===== config.mk =====
export PLATFORM = sky130hd
export DESIGN_NAME = fwd_hazard_unit
export DESIGN_NICKNAME = d
export VERILOG_FILES = /design/src/rtl/fwd_hazard_unit.sv
export SDC_FILE = /design/constraint.sdc
export NUM_CORES = 1
export LEC_CHECK = 0
export BUFFER_PORTS_ARGS = -buffer_cell sky130_fd_sc_hd__buf_2
export CAP_MARGIN = 20
export CORE_MARGIN = 4
export CORE_UTILIZATION = 35
export DETAILED_ROUTE_END_ITERATION = 12
export PLACE_DENSITY = 0.62
export SETUP_SLACK_MARGIN = 0.5
export SYNTH_ARGS = -nofsm -noshare
export SYNTH_HDL_FRONTEND = slang
export SYNTH_SLANG_ARGS = --single-unit

===== constraint.sdc =====
create_clock -name clk -period 1.8 [get_ports clk]
set_input_delay 0.27 -clock clk [delete_from_list [all_inputs] [get_ports clk]]
set_output_delay 0.27 -clock clk [all_outputs]
set_load 0.02 [all_outputs]

===== src/rtl/fwd_hazard_unit.sv =====
// fwd_hazard_unit -- load-use hazard detection and operand forwarding select.
//
// Tracks the instructions occupying EX, MEM and WB. For each EX source
// operand it picks the youngest in-flight producer. When a consumer in ID
// depends on a load that is still in EX, it raises a one-cycle stall.
//
// Ports:
//   clk          rising-edge clock
//   reset        synchronous, active-high
//   id_valid     an instruction is present in ID
//   id_rs        ID source indices; source i is at [i*ADDR_W +: ADDR_W]
//   id_rd        ID destination index
//   id_regwrite  the ID instruction writes id_rd
//   id_memread   the ID instruction is a load (LDUR)
//   flush        branch flush; kills the ID and EX occupants
//   stall        hold PC and IF/ID, and insert a bubble into EX
//   fwd_sel      2 bits per source: 00 regfile, 10 EX/MEM, 01 MEM/WB
//   stall_count  saturating count of load-use stall cycles
//
// Build option: define FWD_HAZARD_STALL_CNT_EN to get the stall counter.
// Without it, stall_count is tied to 0 and no counter flops exist.

module fwd_src_sel #(
    parameter int ADDR_W = 5
) (
    input  logic              en,
    input  logic [ADDR_W-1:0] rs,
    input  logic              mem_ok,
    input  logic [ADDR_W-1:0] mem_rd,
    input  logic              wb_ok,
    input  logic [ADDR_W-1:0] wb_rd,
    output logic [1:0]        sel
);
    always_comb begin
        sel = 2'b00;
        // MEM is the younger producer, so it is checked first.
        if (en && mem_ok && mem_rd == rs)
            sel = 2'b10;
        else if (en && wb_ok && wb_rd == rs)
            sel = 2'b01;
    end
endmodule

module fwd_hazard_unit #(
    parameter int ADDR_W   = 5,
    parameter int NUM_SRC  = 2,
    parameter int ZERO_REG = 31
) (
    input  logic                      clk,
    input  logic                      reset,
    input  logic                      id_valid,
    input  logic [NUM_SRC*ADDR_W-1:0] id_rs,
    input  logic [ADDR_W-1:0]         id_rd,
    input  logic                      id_regwrite,
    input  logic                      id_memread,
    input  logic                      flush,
    output logic                      stall,
    output logic [NUM_SRC*2-1:0]      fwd_sel,
    output logic [15:0]               stall_count
);
    localparam int STAGES = 2;
    localparam logic [ADDR_W-1:0] ZR = ADDR_W'(ZERO_REG);

    typedef struct packed {
        logic [ADDR_W-1:0] rd;
        logic              regwrite;
        logic              memread;
    } ent_t;

    // Valid bits by stage: [0] EX, [1] MEM, [2] WB.
    logic [STAGES:0]                  vld_pipe;
    ent_t                             ex_q, mem_q, wb_q;
    logic [NUM_SRC-1:0][ADDR_W-1:0]   ex_rs_q;
    logic [NUM_SRC-1:0][ADDR_W-1:0]   id_rs_a;
    logic [NUM_SRC-1:0][1:0]          sel_a;
    logic                             rs_hit;
    logic                             load_ex;

    assign id_rs_a = id_rs;

    always_comb begin
        rs_hit = 1'b0;
        for (int i = 0; i < NUM_SRC; i++)
            if (id_rs_a[i] == ex_q.rd) rs_hit = 1'b1;
    end

    // Only a load in EX needs a stall. Other producers are forwarded from
    // MEM on the next cycle. Flush wins, and reset masks the stall.
    assign stall = !reset && id_valid && !flush && vld_pipe[0] &&
                   ex_q.memread && ex_q.regwrite && (ex_q.rd != ZR) && rs_hit;

    assign load_ex = id_valid && !stall && !flush;

    always_ff @(posedge clk) begin
        if (reset) begin
            vld_pipe <= '0;
            ex_q     <= '0;
            mem_q    <= '0;
            wb_q     <= '0;
            ex_rs_q  <= '0;
        end else begin
            vld_pipe <= {vld_pipe[STAGES-1:0], load_ex};
            mem_q    <= ex_q;
            wb_q     <= mem_q;
            if (load_ex) begin
                ex_q    <= '{rd: id_rd, regwrite: id_regwrite, memread: id_memread};
                ex_rs_q <= id_rs_a;
            end
        end
    end

    // Load data is not available until WB, so a load in MEM never forwards.
    logic mem_ok, wb_ok, ex_en;
    assign ex_en  = vld_pipe[0] && !reset;
    assign mem_ok = vld_pipe[1] && mem_q.regwrite && !mem_q.memread && (mem_q.rd != ZR);
    assign wb_ok  = vld_pipe[2] && wb_q.regwrite && (wb_q.rd != ZR);

    // The WB memread bit is tracked for completeness but has no consumer.
    logic unused_wb_memread;
    assign unused_wb_memread = wb_q.memread;

    for (genvar g = 0; g < NUM_SRC; g++) begin : g_src
        fwd_src_sel #(.ADDR_W(ADDR_W)) u_sel (
            .en     (ex_en),
            .rs     (ex_rs_q[g]),
            .mem_ok (mem_ok),
            .mem_rd (mem_q.rd),
            .wb_ok  (wb_ok),
            .wb_rd  (wb_q.rd),
            .sel    (sel_a[g])
        );
    end

    assign fwd_sel = sel_a;

`ifdef FWD_HAZARD_STALL_CNT_EN
    logic [15:0] cnt_q;
    always_ff @(posedge clk) begin
        if (reset)
            cnt_q <= '0;
        else if (stall && cnt_q != 16'hFFFF)
            cnt_q <= cnt_q + 16'd1;
    end
    assign stall_count = cnt_q;
`else
    assign stall_count = '0;
`endif

endmodule


==> metrics.cfg <==
[clock_tree]
cts_root_buf=clkbuf_8
cts_tree=done
clk_latency_ns=0.29
numCtsBuffers=5
clk_pin_slew_ns=0.08
clock_sinks=33
clock_path_buffers=2
h-tree-depth=2

[drt]
avgViaCountPerCell=4.88
wl_per_cell_microns=15.5
via_count=1597
wl_met3_microns=326
met2_wirelength_microns=2500
drt_iter0_markers=97
top_layer_used=met4
routed_wl_microns=5080
met1_length_microns=2140
drc=0
drtPass1Iterations=4
ant_nets=0

[timing]
fin_crit_sh_pct=107
period_needed_ns=1.93
drv_slew=0
setup_violations=4
worst_slew_pin_slew_ns=0.620
hold_viol=0
skew_ns=0.0109
grt_setup_unrepaired=yes
fmax_mhz=519
setup_ws_ns=-0.128
slew_headroom_pct=58.6
whs_ns=0.332

[finish]
layout-drive-gt1-share_pct=46.7
syn_to_final_growth_pct=50.5
layout.cells.non_filler=327
fin_nets=277
antenna_cells=0

[logic_synthesis]
synthTopCellsByCount=33 x dfxtp_1, 21 x nand2_1, 21 x nor2b_1, 18 x xor2_1, 16 x buf_4
yosysMostFrequentCell=dfxtp_1
postSynthAreaPerCell_sq_um=8.80
syn_inst=209
synth_top_area_share_pct=35.9
yosys.area.top_type=dfxtp_1
ys_types=28
synthArstFlopShare_pct=0
synth_area_leaders=dfxtp_1 36%, xor2_1 8.6%, nor2b_1 7.1%
synth_warnings=0
synthFlopType=dfxtp_1
seq_area_frac_synth_pct=35.9
syn_area_sq_mm=0.00184
synth-seq-cells=33
synth-edff-count=0

[grt]
grt_max_degree=22
grt_first_pass_wirelength_microns=7130
grt_pass1_vias=1435
grt-ovfl-total=0
grt_usage_pct=14.4
antenna_found_initial=0

[setup_path]
cp_slowest_stage_delay_ns=0.35
crit_chain=buf_4 > xnor2_2 > nand3_1 > nor4_4 > nor4_4 > buf_4
critPathCaptureType=primary output
crit_required_ns=1.53
worstPathArrival_ns=1.66
worstSetupPathType=register to primary output
crit_family=simple AND/OR/NAND/NOR gates
critPathBufInv=2
critPathLaunchType=register
crit_fanout=3
cp_slowest_cell=nor4_4

[floorplan]
fp.dieW_microns=80.5
num_rows=26
top_level_ports=42
core-area_sq_mm=0.00511
start_util_pct=36.0
dieArea_sq_mm=0.00648
die_h_microns=80.5

[power_and_ir_drop]
pwr_density_cell_mw_per_mm2=622
peakVddDrop_uv=478
p_leak_uw=0.00125

[status]
violations=setup timing
outcome=complete, but fails checks

[hold_path]
min_path_type=input port to register

[placed_design]
place_congestion=0.785
numPortBuffers=25
hpwl_microns=2880
dp.cells=300

[job]
drv_cap=0

==> through the flow <==
step | TNS (ns) | utilization (%) | instance area (sq um) | total power, uW | setup slack, ns
3_3_place_gp | 0 | 41.0 | 2100 | 1090 | 0.0778
4_1_cts | -0.260 | 48.9 | 2500 | 1670 | -0.0816
6_report | -0.295 | 54.2 | 2770 | 1720 | -0.128
2_1_floorplan | 0 | - | 2010 | 1040 | 0.263
5_1_grt | -0.588 | 54.2 | 2770 | 1790 | -0.211
3_5_place_dp | 0 | 41.0 | 2100 | 1090 | 0.0463
==> cells in the final DEF (no fill, tap or decap), drive strengths merged <==
cell type / synthesis / layout
a31o: 1 / 1
nand3: 5 / 5
mux2: 7 / 7
conb: 1 / 16
o311ai: 10 / 10
a22oi: 1 / 1
o21a: 1 / 1
nand2: 21 / 21
and2: 1 / 1
dfxtp: 33 / 33
a31oi: 1 / 1
clkbuf: 9 / 7
xor2: 18 / 18
clkinv: 0 / 2
clkinvlp: 0 / 1
nor2: 14 / 14
nor4: 4 / 4
xnor2: 12 / 12
nor3: 2 / 2
buf: 18 / 50
inv: 1 / 1
nand4: 3 / 3
nor2b: 22 / 22
a21oi: 10 / 10
and2b: 1 / 1
and3: 13 / 13
==> area by class of cell <==
type                            count  area, sq um
Tap cell                           70         87.6
Inverter                            1         3.75
Clock inverter                      3         17.5
Timing Repair Buffer               52          482
Fill cell                         447         2340
Clock buffer                        5         68.8
Sequential cell                    33          681
Multi-Input combinational cell    163         1430
==> logic make-up after synthesis <==
| family | share of synthesized area (%) |
|---|---|
| compound gates | 9.39 |
| mux | 5.71 |
| other cells | 0.204 |
| buf+inv | 9.46 |
| simple gates | 25.0 |
| xor+xnor | 14.3 |
| flops | 35.9 |
==> tightest hold or removal path: cells and delay by family <==
kind | cells | cell delay [ns]
and+or+nand+nor | 1 | 0.12
muxes | 1 | 0.14
buffers and inverters | 1 | 0.07
==> metal layers <==
| layer | global-route usage (%) | vias to the layer above |
|---|---|---|
| met5 | 0 | - |
| met4 | 4.22 | 0 |
| met3 | 4.26 | 11 |
| met2 | 22.7 | 60 |
| met1 | 19.0 | 753 |
| li1 | - | 773 |
==> final timing paths <==
path                   startpoint                   end  slack [ns]  cells after the start
max           mem_q[4]$_SDFF_PP0_            fwd_sel[0]       -0.13                      6
min                      id_rd[2]  ex_q[4]$_SDFFE_PP0P_        0.33                      3
max reg2reg  ex_q[1]$_SDFFE_PP0P_  ex_q[6]$_SDFFE_PP0P_        0.12                      7
min reg2reg   mem_q[1]$_SDFF_PP0_    wb_q[1]$_SDFF_PP0_        0.47                      1
==> state kept, by name, summed over array words and instances (netlist names) <==
register	flops
wb_q	6
vld_pipe	3
ex_rs_q	10
ex_q	7
mem_q	7
==> where the power goes <==
part	switching, uW	leakage (uW)	total, uW	internal [uW]
logic	190	0.000930	359	168
registers	45.7	0.000275	814	768
clock network	283	0.0000439	550	266
==> timing repair <==
item | CTS | global route
cloned | 3 | 2
pin swaps | 26 | 12
resized for setup | 49 | 28
setup endpoints to repair | 23 | 23
setup buffers | 9 | 5
hold buffers | 0 | 0
Power figures use the tool's default switching activity.
